File: src/rtl/booth_mul_arb_pkg.sv
// Shared types and helpers for the Booth multiplier sharing arbiter.
// Holds operand/product widths, the in-flight tag layout and the round-robin step.
package booth_mul_arb_pkg;

    localparam int OPW      = 16;
    localparam int PRODW    = 32;
    // Wide enough for the largest supported requester count (8)
    localparam int TAG_ID_W = 3;

    typedef struct packed {
        logic                valid;
        logic [TAG_ID_W-1:0] id;
    } tag_t;

    function automatic int rr_next(input int ptr, input int n_req);
        return (ptr + 1 >= n_req) ? 0 : ptr + 1;
    endfunction

endpackage

File: src/rtl/rr_arbiter_onehot.sv
// Combinational round-robin arbiter: first asserted request at or after ptr wins.
// Produces a one-hot (or all-zero) grant plus the binary index of the winner.
module rr_arbiter_onehot #(
    parameter int N_REQ = 4,
    parameter int ID_W  = 2
) (
    input  logic [N_REQ-1:0] req,
    input  logic [ID_W-1:0]  ptr,
    input  logic             en,
    output logic [N_REQ-1:0] gnt,
    output logic [ID_W-1:0]  gnt_id
);

    localparam logic [ID_W:0] N_REQ_W = (ID_W+1)'(N_REQ);

    logic [ID_W:0] idx;
    logic          found;

    always_comb begin
        gnt    = '0;
        gnt_id = '0;
        found  = 1'b0;
        idx    = '0;
        for (int k = 0; k < N_REQ; k++) begin
            idx = {1'b0, ptr} + (ID_W+1)'(k);
            if (idx >= N_REQ_W) begin
                idx = idx - N_REQ_W;
            end
            if (en && !found && req[idx[ID_W-1:0]]) begin
                gnt[idx[ID_W-1:0]] = 1'b1;
                gnt_id             = idx[ID_W-1:0];
                found              = 1'b1;
            end
        end
    end

endmodule

File: src/rtl/booth_mul_share_arbiter.sv
// Shares one pipelined 16x16 Booth multiplier among N_REQ requesters, tagging results with IDs.
// Optional performance counters are built when BOOTH_ARB_PERF_EN is defined.
module booth_mul_share_arbiter
    import booth_mul_arb_pkg::*;
#(
    parameter int N_REQ   = 4,
    parameter int ID_W    = 2,
    parameter int MUL_LAT = 2
) (
    input  logic                   clk,
    input  logic                   rst,
    input  logic                   enable,
    input  logic [N_REQ-1:0]       req_valid,
    input  logic [OPW*N_REQ-1:0]   req_a,
    input  logic [OPW*N_REQ-1:0]   req_b,
    output logic [N_REQ-1:0]       req_ready,
    output logic [OPW-1:0]         mul_a,
    output logic [OPW-1:0]         mul_b,
    input  logic [PRODW-1:0]       mul_product,
    output logic                   rsp_valid,
    output logic [ID_W-1:0]        rsp_id,
    output logic [PRODW-1:0]       rsp_product,
`ifdef BOOTH_ARB_PERF_EN
    input  logic                   perf_clr,
    output logic [31:0]            perf_issue_cnt,
    output logic [31:0]            perf_busy_cnt,
`endif
    output logic                   idle
);

    logic [N_REQ-1:0] gnt;
    logic [ID_W-1:0]  gnt_id;
    logic [ID_W-1:0]  ptr_reg;
    logic             grant_any;
    logic             in_flight;
    tag_t             tag_pipe [MUL_LAT];
    logic [OPW-1:0]   a_masked [N_REQ];
    logic [OPW-1:0]   b_masked [N_REQ];

    // Grants are suppressed while reset is held so no handshake can slip through
    rr_arbiter_onehot #(
        .N_REQ (N_REQ),
        .ID_W  (ID_W)
    ) u_arb (
        .req    (req_valid),
        .ptr    (ptr_reg),
        .en     (enable & ~rst),
        .gnt    (gnt),
        .gnt_id (gnt_id)
    );

    assign grant_any = |gnt;
    assign req_ready = gnt;

    genvar gi;
    generate
        for (gi = 0; gi < N_REQ; gi++) begin : g_opmask
            assign a_masked[gi] = gnt[gi] ? req_a[gi*OPW +: OPW] : '0;
            assign b_masked[gi] = gnt[gi] ? req_b[gi*OPW +: OPW] : '0;
        end
    endgenerate

    always_comb begin
        mul_a = '0;
        mul_b = '0;
        for (int i = 0; i < N_REQ; i++) begin
            mul_a = mul_a | a_masked[i];
            mul_b = mul_b | b_masked[i];
        end
    end

    always_ff @(posedge clk or posedge rst) begin
        if (rst) begin
            ptr_reg <= '0;
        end else if (grant_any) begin
            ptr_reg <= ID_W'(rr_next(int'(gnt_id), N_REQ));
        end
    end

    // Valid bits always shift; IDs only advance behind a valid tag so rsp_id holds when idle
    always_ff @(posedge clk or posedge rst) begin
        if (rst) begin
            for (int s = 0; s < MUL_LAT; s++) begin
                tag_pipe[s] <= '0;
            end
        end else begin
            tag_pipe[0].valid <= grant_any;
            if (grant_any) begin
                tag_pipe[0].id <= TAG_ID_W'(gnt_id);
            end
            for (int s = 1; s < MUL_LAT; s++) begin
                tag_pipe[s].valid <= tag_pipe[s-1].valid;
                if (tag_pipe[s-1].valid) begin
                    tag_pipe[s].id <= tag_pipe[s-1].id;
                end
            end
        end
    end

    always_comb begin
        in_flight = 1'b0;
        for (int s = 0; s < MUL_LAT; s++) begin
            in_flight = in_flight | tag_pipe[s].valid;
        end
    end

    assign rsp_valid   = tag_pipe[MUL_LAT-1].valid;
    assign rsp_id      = ID_W'(tag_pipe[MUL_LAT-1].id);
    assign rsp_product = mul_product;
    assign idle        = ~grant_any & ~in_flight;

`ifdef BOOTH_ARB_PERF_EN
    // A clear in the same cycle as an increment leaves the counter at zero
    always_ff @(posedge clk or posedge rst) begin
        if (rst) begin
            perf_issue_cnt <= '0;
            perf_busy_cnt  <= '0;
        end else if (perf_clr) begin
            perf_issue_cnt <= '0;
            perf_busy_cnt  <= '0;
        end else begin
            if (grant_any) begin
                perf_issue_cnt <= perf_issue_cnt + 32'd1;
            end
            if (!idle) begin
                perf_busy_cnt <= perf_busy_cnt + 32'd1;
            end
        end
    end
`endif

endmodule

File: config.mk
export PLATFORM = sky130hd
export DESIGN_NAME = booth_mul_share_arbiter
export DESIGN_NICKNAME = d
export VERILOG_FILES = /design/src/rtl/booth_mul_arb_pkg.sv /design/src/rtl/rr_arbiter_onehot.sv /design/src/rtl/booth_mul_share_arbiter.sv
export SDC_FILE = /design/constraint.sdc
export NUM_CORES = 1
export LEC_CHECK = 0
export CORE_MARGIN = 2
export CORE_UTILIZATION = 23
export CTS_CLUSTER_SIZE = 25
export DETAILED_ROUTE_END_ITERATION = 8
export PLACE_DENSITY = 0.78
export SYNTH_ARGS = -nofsm -noshare
export SYNTH_HDL_FRONTEND = slang
export SYNTH_SLANG_ARGS = --single-unit
File: constraint.sdc
create_clock -name clk -period 3.08 [get_ports clk]
set_input_delay 0.308 -clock clk [delete_from_list [all_inputs] [get_ports clk]]
set_output_delay 0.308 -clock clk [all_outputs]
set_load 0.01 [all_outputs]
# Word-level counts from Yosys, hierarchy flattened
# Index checks and enable logic that the tools add are counted.
[word_totals]
regBits = 8
inputBits = 167
out_inout_bits = 72
wordCells = 96
[op_classes]
addsub = 8
n_lt_le_gt_ge = 13
mux = 40
bitwise_logic = 15
reduce_logical = 15
[ops]
columns = ["operator", "count"]
rows = [
  ["16-bit two-way mux", 8],
  ["16-bit OR", 6],
  ["2-bit two-way mux", 9],
  ["4-bit two-way mux", 4],
  ["3-bit greater-or-equal comparator (second input constant)", 4],
  ["2-bit by 3-bit < comparator with 1-bit output (second input constant)", 4],
  ["4-bit OR", 3],
  ["1-bit logical AND", 11],
  ["1-bit two-way mux", 11],
  ["1-bit binary-select mux with 2-bit select", 4],
  ["1-bit demux with 2-bit select", 4],
  ["2-bit by 1-bit greater-or-equal comparator with 1-bit output (second input constant)", 4],
  ["2-bit by 1-bit subtractor with 2-bit output (second input constant)", 4],
  ["2-bit by 1-bit adder with 3-bit output (second input constant)", 2],
  ["2-bit by 2-bit adder with 3-bit output (second input constant)", 2],
  ["4-bit OR reduction", 1],
  ["2-bit by 3-bit greater-or-equal comparator with 1-bit output (second input constant)", 1],
  ["1-bit zero test", 3],
  ["1-bit inverter", 3],
  ["1-bit AND", 2],
  ["1-bit OR", 1],
]

# Depth between registers and ports, before layout
[logic_depth]
word_depth = 22
ltp_mapped = 11
ltp_nobuf = 8

# Modules after synthesis
# A second synthesis with hierarchy kept.
[unflattened]
cells_unflattened = 238
area_unflattened_um2 = 1896.8
[by_module_without_submodules]
columns = ["module", "n_inst", "cells_per_inst", "area_per_inst_um2", "seq_area_each_um2"]
rows = [
  ["booth_mul_share_arbiter", 1, 167, 1260.0, 200.2],
  ["rr_arbiter_onehot", 1, 71, 636.9, 0.0],
]

# Worst setup path after synthesis
# Ideal clock, no wire load.
[synth_timing]
path_kind = "reg-to-output"
from = "register with a tool-made name"
to = "output port idle"
t_arrival_ns = 2.961
required_time_ns = 2.772
setup_slack_ns = -0.189
path_stages_with_launch = 12
n_path_buf = 3
cell_sequence = "dfrtp_1 > buf_6 > inv_2 > ha_1 > clkbuf_1 > mux2i_1 > o22ai_1 > a22oi_2 > o22ai_2 > or4_1 > buf_2 > nor3_1"
[synth_lines]
columns = ["item", "line_no", "source"]
rows = [
  ["to (decl)", "booth_mul_share_arbiter.sv:28", "output logic idle"],
]

==> flow_summary.toml <==
[place]
hpwl_mm = 6.540
port_buffers = 174
dpl_cell_area_um2 = 3541
post-place-cells = 482
gp_congestion = 0.8064
pre_cts_ws_ps = -388.9

[die]
die-area_um2 = 8529
design.portCount = 239
core_area_um2 = 7647
rows = 32
dieHeight_um = 92.36
die_w_um = 92.36
start_util = 0.2348

[global_route]
antenna_found_initial = 0
grt_start_max_net_pins = 22
grt.overflow.total = 0
track_usage = 0.1817
grt_pass1_wl_mm = 12.34
grt_pass1_vias = 2408

[power_and_ir_drop]
p_leak_nw = 1.819
fin_total_pwr_mw = 2.048
worst_ir_drop_vdd_uv = 259.9
p_per_area_nw_per_um2 = 507.9

[synthesis]
synth_top_area_share = 0.2760
syn_area_um2 = 1795
synth_fa_ha_area_frac = 0.05575
ys_types = 40
synth_mux_area_frac = 0.09129
yosys-top-cells-area = "a22oi_1, buf_4, dfrtp_1"
synth_warnings = 0
syn_nets = 410
ys_seq_area_frac = 0.1115
synth_top_family_by_area = "compound AO/OA/AOI/OAI gates"
synth-xor-area-share = 0.004878
synthCells = 235
synthSimpleGateAreaFrac = 0.1561
ys_seq_elements = 8
synth-compound-area-share = 0.3840
postSynthAreaPerCell_um2 = 7.640
synth_top_area_cell = "a22oi_1"

[route]
vias = 2550
final_antenna_net_count = 0
drtPass1Iterations = 4
wire_per_inst_um = 17.18
drt_iter0_markers = 65
via_per_inst = 4.904
routed_wl_mm = 8.933
drc = 0

[cts]
cts_tree = "yes"
cts_hold_buf = 0
clk_path_buf_depth = 2
cts-root-buf = "clkbuf_8"
path_clk_slew_ps = 40
cts_sinks = 8
cts.htree.levels = 1
cts-buffers-inserted = 3
clock_latency_ps = 230

[final_layout]
final_common_cell = "clkdlybuf4s50_1"
design_area_um2 = 4031
area_delta_synth_final_pct = 124.5
final_util = 0.5272
layout-drive-gt1-share = 0.3373
stdcell_count = 520
diodes = 0
mostFrequentLayoutCells = "clkdlybuf4s50_1, buf_4, nand2_1, a22oi_1, a22oi_2"
nets = 595

[timing]
drv_slew = 0
finalCritPeriodShare = 1.051
relSlewSlack = 0.6965
grt_setup_unrepaired = "yes"
tightest_slew_ps = 449.3
clock_skew_ps = 5.670
min_period_ps = 3237
hold_viol = 0
max_freq_mhz = 309.0
setup_violations = 18
worst_slack_ps = -156.6

[critical_path]
required_ps = 2770
path_max_fanout = 7
cp.arrival_ps = 2930
end_kind = "output pin"
crit_path_start_kind = "flop"
path_class = "flop to output pin"

[status]
outcome = "complete, but fails checks"
violations = "setup timing"

[min_path]
hold_path.class = "input pin to asynchronous set/reset pin"

[flow_run]
cap_viol_max_count = 0
## layer usage
metal  track usage  vias to the layer above  routed length, µm
met4       0.02488                        0                105
li1              -                     1223                  -
met1        0.1955                     1180               3093
met3       0.04475                        8                846
met2        0.3613                      139               4888
met5             0                        -                  0
## kinds of logic after synthesis
| family | after synthesis |
|---|---|
| flip-flops | 8 |
| multiplexers | 11 |
| AO/OA/AOI/OAI | 89 |
| adder cells (fa/ha/maj) | 8 |
| XOR/XNOR | 1 |
| buffers and inverters | 57 |
| AND/OR/NAND/NOR | 61 |
## final cells by class
type / instances / area (µm²)
well taps: 102 / 127.6
clock buffers: 3 / 41.29
flip-flops and latches: 8 / 200.2
multi-input cells: 170 / 1428
inverters: 3 / 11.26
fillers: 698 / 3616
repair buffers: 234 / 2223
## path summary, 6_finish.rpt
| kind | startpoint | to | slack (ps) | cells past startpoint |
|---|---|---|---|---|
| setup / recovery | flop | mul_a[6] | -160 | 9 |
| hold / removal | rst | ptr_reg[1]$_DFFE_PP0P_ | 360 | 2 |
| setup reg to reg | flop | flop | 10 | 12 |
| hold reg to reg | tag_pipe[7]$_DFF_PP0_ | rsp_valid$_DFF_PP0_ | 460 | 0 |
| max in group asynchronous | rst | tag_pipe[4]$_DFFE_PP0P_ | 2480 | 2 |
| min in group clk | tag_pipe[7]$_DFF_PP0_ | rsp_valid$_DFF_PP0_ | 460 | 0 |
## critical path: stages, from the launching register on
cell             delay [ps]
dfrtp_1                 390
inv_2                    70
ha_4                    280
mux4_2                  530
or2_4                   300
o22ai_4                 270
buf_8                   160
a22oi_1                  80
nand2_1                  70
clkdlybuf4s50_1         530
## power breakdown
part           internal, mW  leakage, nW  switching, mW
registers             0.144        0.103         0.0300
logic                 0.965         1.69          0.781
clock network        0.0848       0.0216         0.0428
total                  1.19         1.82          0.854
## metrics by stage
step                      hold slack [ps]  TNS, ps
after global placement              461.3    -7530
after floorplan                     123.7   -372.9
final                               363.1    -1316
after detailed placement            466.1    -9915
after CTS                           368.1    -2703
after global routing                401.8    -3575
## cells in the mapped netlist (all sizes together)
cell type / number
a211o: 1
o41ai: 1
dfrtp: 8
or3b: 1
nand2: 42
nand2b: 2
o31ai: 1
inv: 3
nor3: 1
o21bai: 1
o21ai: 2
or4: 1
and4b: 1
a22oi: 68
mux2i: 4
or2: 1
or3: 1
buf: 38
ha: 8
a211oi: 1
xnor2: 1
or4b: 1
mux2: 4
nor2b: 6
o21a: 4
a31oi: 1
nor2: 3
a21oi: 2
o22ai: 6
a221o: 1
nor3b: 1
mux4: 3
clkbuf: 16
## repair_timing
item / CTS / global route
endpoints found under the setup margin: 37 / 38
cloned: 2 / 1
pin swaps: 3 / 7
resized for setup: 91 / 68
buffers inserted: 10 / 23
(Power assumes the default switching activity.)
